### src/rtl/gate_pkg.sv
// Shared gate-datapath types: fixed-point amplitude, stream FSM states, saturating negate.
package gate_pkg;

  localparam int FIXED_WIDTH = 16;

  typedef struct packed {
    logic signed [FIXED_WIDTH-1:0] re;
    logic signed [FIXED_WIDTH-1:0] im;
  } amp_t;

  typedef enum logic [1:0] {
    ST_IDLE  = 2'd0,
    ST_RUN   = 2'd1,
    ST_DRAIN = 2'd2,
    ST_DONE  = 2'd3
  } state_t;

  localparam logic signed [FIXED_WIDTH-1:0] AMP_MIN = {1'b1, {(FIXED_WIDTH-1){1'b0}}};
  localparam logic signed [FIXED_WIDTH-1:0] AMP_MAX = {1'b0, {(FIXED_WIDTH-1){1'b1}}};

  // The most negative value has no positive twin, so it clamps to the maximum.
  function automatic logic signed [FIXED_WIDTH-1:0] sat_neg(
    input logic signed [FIXED_WIDTH-1:0] x
  );
    if (x == AMP_MIN) begin
      return AMP_MAX;
    end
    return -x;
  endfunction

endpackage

### src/rtl/stream_reg.sv
// One-stage valid/ready register carrying an amplitude and its last flag.
module stream_reg
  import gate_pkg::*;
(
  input  logic clk,
  input  logic rst,
  input  logic in_valid,
  output logic in_ready,
  input  amp_t in_data,
  input  logic in_last,
  output logic out_valid,
  input  logic out_ready,
  output amp_t out_data,
  output logic out_last
);

  assign in_ready = !out_valid || out_ready;

  always_ff @(posedge clk) begin
    if (rst) begin
      out_valid <= 1'b0;
      out_data  <= '0;
      out_last  <= 1'b0;
    end else if (in_valid && in_ready) begin
      out_valid <= 1'b1;
      out_data  <= in_data;
      out_last  <= in_last;
    end else if (out_ready) begin
      out_valid <= 1'b0;
    end
  end

endmodule

### src/rtl/phase_dagger_stream.sv
// Streaming S-dagger gate: amplitudes whose target-qubit index bit is set are multiplied by -i.
module phase_dagger_stream
  import gate_pkg::*;
#(
  parameter int NUM_QUBITS  = 4,
  // Must equal gate_pkg::FIXED_WIDTH, since amp_t is sized from the package.
  parameter int FIXED_WIDTH = gate_pkg::FIXED_WIDTH
) (
  input  logic                            clk,
  input  logic                            rst,
  input  logic                            start,
  input  logic [$clog2(NUM_QUBITS)-1:0]   target,
  output logic                            busy,
  output logic                            done,
  output logic                            len_err,
  input  logic                            in_valid,
  output logic                            in_ready,
  input  logic signed [FIXED_WIDTH-1:0]   in_real,
  input  logic signed [FIXED_WIDTH-1:0]   in_imag,
  input  logic                            in_last,
  output logic                            out_valid,
  input  logic                            out_ready,
  output logic signed [FIXED_WIDTH-1:0]   out_real,
  output logic signed [FIXED_WIDTH-1:0]   out_imag,
  output logic                            out_last
);

  localparam logic [NUM_QUBITS:0] LAST_IDX = (NUM_QUBITS+1)'((1 << NUM_QUBITS) - 1);

  state_t                          state;
  logic [NUM_QUBITS:0]             idx;
  logic [$clog2(NUM_QUBITS)-1:0]   tgt;
  logic                            reg_ready;
  logic                            accept;
  logic                            at_last;
  amp_t                            xf_amp;
  amp_t                            out_amp;

  assign in_ready = (state == ST_RUN) && reg_ready;
  assign accept   = in_valid && in_ready;
  assign at_last  = (idx == LAST_IDX);
  assign busy     = (state != ST_IDLE);
  assign done     = (state == ST_DONE);

  always_comb begin
    xf_amp.re = in_real;
    xf_amp.im = in_imag;
    if (idx[tgt]) begin
      xf_amp.re = in_imag;
      xf_amp.im = sat_neg(in_real);
    end
  end

  stream_reg u_reg (
    .clk       (clk),
    .rst       (rst),
    .in_valid  (accept),
    .in_ready  (reg_ready),
    .in_data   (xf_amp),
    .in_last   (at_last),
    .out_valid (out_valid),
    .out_ready (out_ready),
    .out_data  (out_amp),
    .out_last  (out_last)
  );

  assign out_real = out_amp.re;
  assign out_imag = out_amp.im;

  // Frame length is fixed by the index count; in_last only feeds the error flag.
  always_ff @(posedge clk) begin
    if (rst) begin
      state   <= ST_IDLE;
      idx     <= '0;
      tgt     <= '0;
      len_err <= 1'b0;
    end else begin
      case (state)
        ST_IDLE: begin
          if (start) begin
            tgt     <= target;
            idx     <= '0;
            len_err <= 1'b0;
            state   <= ST_RUN;
          end
        end
        ST_RUN: begin
          if (accept) begin
            idx <= idx + 1'b1;
            if (in_last != at_last) begin
              len_err <= 1'b1;
            end
            if (at_last) begin
              state <= ST_DRAIN;
            end
          end
        end
        ST_DRAIN: begin
          if (out_valid && out_ready) begin
            state <= ST_DONE;
          end
        end
        ST_DONE: begin
          state <= ST_IDLE;
        end
        default: begin
          state <= ST_IDLE;
        end
      endcase
    end
  end

endmodule

### config.mk
export PLATFORM = sky130hd
export DESIGN_NAME = phase_dagger_stream
export DESIGN_NICKNAME = d
export VERILOG_FILES = /design/src/rtl/gate_pkg.sv /design/src/rtl/stream_reg.sv /design/src/rtl/phase_dagger_stream.sv
export SDC_FILE = /design/constraint.sdc
export NUM_CORES = 1
export LEC_CHECK = 0
export ABC_AREA = 1
export BUFFER_PORTS_ARGS = -buffer_cell sky130_fd_sc_hd__buf_2
export CORE_ASPECT_RATIO = 1.5
export CORE_MARGIN = 4
export CORE_UTILIZATION = 31
export CTS_CLUSTER_DIAMETER = 50
export DETAILED_ROUTE_END_ITERATION = 10
export HOLD_SLACK_MARGIN = 0.08
export PLACE_DENSITY = 0.59
export SYNTH_ARGS = -nofsm -noshare
export SYNTH_HDL_FRONTEND = slang
export SYNTH_SLANG_ARGS = --single-unit
export TNS_END_PERCENT = 10
### constraint.sdc
create_clock -name clk -period 2.6 [get_ports clk]
set_clock_uncertainty 0.2 [all_clocks]
set_input_delay 0.39 -clock clk [delete_from_list [all_inputs] [get_ports clk]]
set_output_delay 0.39 -clock clk [all_outputs]
set_load 0.1 [all_outputs]
### After elaboration in Yosys (flattened, before gate mapping)

Cells that the tools add are included.

* flip-flop bits (word level): 44
* bits in latches: 0
* RAM bits: 0
* ROM bits: 0
* bits of input ports: 40
* output and inout bits: 38
* memories: 0

* add/sub/neg operators: 2
* multiply operators: 0
* divide/modulo/power cells: 0
* order comparisons: 1
* equality and inequality tests: 11
* shift-type cells: 0
* mux-type cells: 21
* bitwise logic cells: 0
* reduce and logical (&&, ||, !) cells: 14

Operators with widths (number)
* 16-bit two-way mux: 2
* 32-bit two-way mux: 1
* 16-bit equality test (second input constant): 1
* 16-bit negation: 1
* 5-bit two-way mux: 2
* 5-bit case mux with 2 select lines: 1
* 1-bit two-way mux: 8
* 2-bit two-way mux: 4
* 2-bit case mux with 4 select lines: 1
* 4-bit AND reduction: 2
* 2-bit != test (second input constant): 3
* 2-bit nonzero test: 3
* 5-bit by 1-bit adder with 5-bit output (second input constant): 1
* 5-bit by 4-bit equality test with 1-bit output (second input constant): 1
* 2-bit equality test (second input constant): 2
* 1-bit logical AND: 4
* 2-bit by 4-bit < comparator with 1-bit output (second input constant): 1
* 2-bit by 1-bit != test with 1-bit output (second input constant): 2
* 3-bit AND reduction: 1
* 1-bit binary-select mux with 2-bit select: 1
* 2-bit by 1-bit equality test with 1-bit output (second input constant): 1
* 2-bit zero test: 1
* 1-bit case mux with 2 select lines: 1
* 2-bit AND reduction: 1
* other kinds (3): 3

### Longest topological paths before layout

* depth in word-level cells: 6
* mapped depth: 11
* gate-level depth less buffers: 10

### Hierarchy

A second synthesis with hierarchy kept.

* cell total of the unflattened synthesis: 496
* area total of the unflattened synthesis: 3002.9 µm²

Modules (own cells, without submodules)
* stream_reg: instances 1, cells an instance 221, area each 1515.2 µm², seq. area each 680.7 µm²
* phase_dagger_stream: instances 1, cells an instance 275, area each 1487.7 µm², seq. area each 200.2 µm²

### Least setup slack after synthesis

Ideal clock, no wire load.

* kind: reg2out
* from: reg u_reg.out_valid
* to: out in_ready
* arrival: 2192 ps
* required time: 2010 ps
* path slack: -182 ps
* cell stages (with the launch flop): 4
* buffers on the path: 0
* path through: dfxtp_1 nand2_1 inv_1 nor2_1

* cells in the longest elaborated chain, start to end: 3

RTL lines
* start, declared: line stream_reg.sv:11 `output logic out_valid,`
* start signal, assigned: line stream_reg.sv:21 `out_valid <= 1'b0;`
* start signal, assigned: line stream_reg.sv:25 `out_valid <= 1'b1;`
* start signal, assigned: line stream_reg.sv:29 `out_valid <= 1'b0;`
* 1-bit zero test: line stream_reg.sv:17 `assign in_ready = !out_valid || out_ready;`
* 1-bit logical OR: line stream_reg.sv:17
* 1-bit logical AND: line phase_dagger_stream.sv:39 `assign in_ready = (state == ST_RUN) && reg_ready;`
* end, declared: line phase_dagger_stream.sv:17 `output logic in_ready,`

No other way between the ends.

### Worst setup path in the final report

* from: reg state[1]
* to: out in_ready

* cells in the longest elaborated chain, start to end: 2

RTL lines
* start, declared: line phase_dagger_stream.sv:30 `state_t state;`
* start signal, assigned: line phase_dagger_stream.sv:73 `state <= ST_IDLE;`
* start signal, assigned: line phase_dagger_stream.sv:84 `state <= ST_RUN;`
* start signal, assigned: line phase_dagger_stream.sv:94 `state <= ST_DRAIN;`
* 2-bit by 1-bit equality test with 1-bit output: line phase_dagger_stream.sv:39
* 1-bit logical AND: line phase_dagger_stream.sv:39

No other way between the ends.

==> results.yml <==
global_route:
  pin_count_of_the_biggest_net_entering_global_routing: 38
  grt_pass1_wl_um: 12000
  antenna_found_initial: 0
  grt.met2_usage_pct: 27.4
  use_met1_pct: 16.3
  track_usage_pct: 14.6
  grt_pass1_vias: 2540
  global_route_met3_usage_pct: 2.44
  grt_busiest_layer: "met2"
  overflow: 0
critical_path:
  timing.critical_path.required_ns: 2.01
  timing.critical_path.cells: "inv_1 -> ha_1 -> inv_1 -> nor2_2 -> buf_2"
  critPathLaunchType: "flip-flop"
  reg2reg_to: "u_reg.out_data[9]$_SDFFE_PP0P_"
  critical_path.max_stage_delay_ns: 0.43
  regToRegSetupSlack_ns: 0.68
  critical_path.endpoint_type: "output port"
  timing.critical_path.mode_cell: "inv_1"
  worst-setup-path-type: "reg2out"
  cp_data_arrival_time_ns: 1.68
  worst-r2r-cell-count: 8
  critical_path.top_delay_family: "buffers and inverters"
  worstPathMaxFanout: 5
  cp_slowest_cell: "buf_2"
  cp_num_buf_inv: 3
  r2r-start: "tgt[0]$_SDFFE_PP0P_"
power:
  seqPwrFrac_pct: 25.4
  p_int_mw: 1.58
  power_per_cell_area_nw_per_um2: 1070
  power.share.combinational_pct: 56.4
  power_frac_clock_pct: 18.2
  ir_drop_uv: 447
  lkg_pwr_nw: 1.74
  switching_share_pct: 55.1
  netSwitchingPower_mw: 1.94
layout:
  design.final.nets: 511
  syn2layout_area_growth_pct: 22.6
  drive_above_1_share_pct: 24.7
  antenna_cells_inserted: 0
  layout.cell_area.non_filler_um2: 3280
floorplan:
  top_level_ports: 78
  design.die.area_um2: 10200
  num_rows: 41
  core_area_um2: 8410
  die_span_y_um: 122
  start_util_pct: 31.8
  floorplan.die.width_um: 83.9
clock_network:
  clock_sink_count: 44
  cts_resized: 0
  clkTransAtPathRegs_ns: 0.06
  ctsHoldBuffers: 0
  cts_buffers: 5
  tritoncts: "done"
  insertion_delay_ns: 0.29
  cts_root_buffer_type: "clkbuf_16"
  postCtsSetupBuffers: 0
  htreeDepth: 2
  clock_tree.buffer_depth: 2
synth:
  syn_avg_cell_area_um2: 6.83
  synth_cell_type_count: 35
  ys_ff_latch: 44
  synthesis.area_um2: 2680
  post-synth-top-count-cell: "nand2_1"
  netlist.area_leader.share_pct: 32.9
  netlist_top_cells_area: "dfxtp_1 (33%), nand2_1 (13%), inv_1 (8.5%)"
  netlist.top_cell.by_area: "dfxtp_1"
  synth_top_cells_by_count: "nand2_1 (94), inv_1 (61), dfxtp_1 (44), a21oi_1 (29), nor2_1 (22)"
  seq_area_frac_synth_pct: 32.9
  synthesis.nets: 439
  yosysWarnings: 0
  ys.flop_type: "dfxtp_1"
  synth_edf_count: 0
  syn-instance-count: 392
  ys_async_sr_fraction_pct: 0
routing:
  final_antenna_net_count: 0
  dr_total_vias: 2675
  post-route-drc-count: 0
  wl_per_cell_um: 12.9
  final_routed_wirelength_across_all_metal_layers_um: 7360
  dr.pass1.iters: 4
  routed_via_density: 4.68
  drtIter0Drc: 83
placed_design:
  detailed_place.area_um2: 3130
  gpl.final_weighted_congestion: 0.870
  pre_cts_ws_ns: 0.645
  io_buffers: 77
  post-dp-hpwl_um: 5770
timing:
  total_of_endpoints_with_negative_setup_slack_in_the_final_report: 0
  tns_ns: 0
  postLayoutSetupSlackWorst_ns: 0.327
  fmaxAchievable_mhz: 440
  final_min_period_over_clock_period_pct: 87.4
  max_slew_margin_pct: 66.5
  timing.hold.ws_ns: 0.206
  report.final.slew_viol_count: 0
  worst_slew_pin_slew_ns: 0.506
  final-hold-violation-count: 0
  setup_repair_after_global_routing_missed_its_margin: "no"
  period_needed_ns: 2.27
status:
  result_of_the_run: "complete, no violations"
run:
  max-cap-violations: 0
worst_hold_path:
  hold-path-endpoint: "tgt[1]$_SDFFE_PP0P_"
  hold_depth: 3
  worst_hold_startpoint: "target[1]"
  hold_path.class: "in2reg"
==> worst register-to-register path, stage by stage (launching register included) <==
cell and delay [ns]:
dfxtp_1 0.37, inv_2 0.06, nand2_1 0.06, nand3_2 0.08
nand2_4 0.31, inv_2 0.27, or2_0 0.27, o21ai_1 0.10
a21oi_1 0.08
==> sequential cells by signal, summed over array words and instances, names as in the netlist <==
register         cells
u_reg.out_data      32
idx                  5
state                2
tgt                  2
len_err              1
u_reg.out_last       1
u_reg.out_valid      1
==> cell usage in the layout (no fill, tap or decap), types with 4 or more instances in the layout <==
cell,synthesis,routed
o21ai_1,8,8
inv_2,4,4
o211ai_1,16,16
dfxtp_1,44,44
nand3_2,5,5
ha_1,7,7
buf_2,8,77
inv_1,61,61
nand2_1,94,94
nor2_2,3,4
nor3_1,4,4
nand3_1,20,20
o21ai_0,20,20
nor2_1,22,21
clkbuf_16,0,5
a21oi_1,29,29
o21a_1,8,8
xor2_1,4,4
o211ai_2,4,4
buf_4,1,4
==> layer usage <==
layer	vias to the layer above	routed length [um]
met5	-	0
met4	0	117
met3	7	279
met2	59	3870
met1	1212	3100
li1	1397	-
==> cells by family (layout without fill, tap and decap cells) <==
| logic type | Yosys count | after routing | synth area share [%] |
|---|---|---|---|
| simple gates | 163 | 163 | 28.3 |
| compound gates | 90 | 90 | 20.7 |
| buf+inv | 82 | 155 | 12.8 |
| flops | 44 | 44 | 32.9 |
| fa+ha+maj | 7 | 7 | 3.27 |
| xor+xnor | 6 | 6 | 1.96 |
==> how the worst max path moves through the flow <==
stage | start | end | cells past startpoint
5_1_grt | state[1]$_SDFFE_PP0P_ | in_ready | 5
6_report | state[1]$_SDFFE_PP0P_ | in_ready | 5
4_1_cts | state[1]$_SDFFE_PP0P_ | in_ready | 5
3_5_place_dp | state[1]$_SDFFE_PP0P_ | in_ready | 5
3_3_place_gp | state[1]$_SDFFE_PP0P_ | in_ready | 5
2_1_floorplan | u_reg.out_valid$_SDFFE_PP0P_ | in_ready | 3
==> power groups by stage <==
stage	clock network (mW)	registers, mW	logic, mW
floorplan	0	1.67	0.925
global placement	0	0.908	1.98
detailed placement	0	0.912	2.00
CTS	0.666	0.898	2.00
global route	0.692	0.913	2.14
finish	0.641	0.896	1.99
==> layout make-up <==
cell class                      count  area [um2]
Timing Repair Buffer               81         415
Tap cell                          107         134
Clock inverter                      2        10.0
Multi-Input combinational cell    266        1460
Sequential cell                    44         881
Clock buffer                        6         139
Inverter                           66         248
Fill cell                         932        5130
==> metrics by stage <==
stage          utilization, %  instances  power (mW)
6_report                 39.0        572        3.53
5_1_grt                  39.0        572        3.74
4_1_cts                  39.0        572        3.57
3_5_place_dp             37.3        564        2.91
3_3_place_gp             37.3        564        2.89
2_1_floorplan               -        392        2.60
No activity file was read; power rests on OpenSTA's default activity.
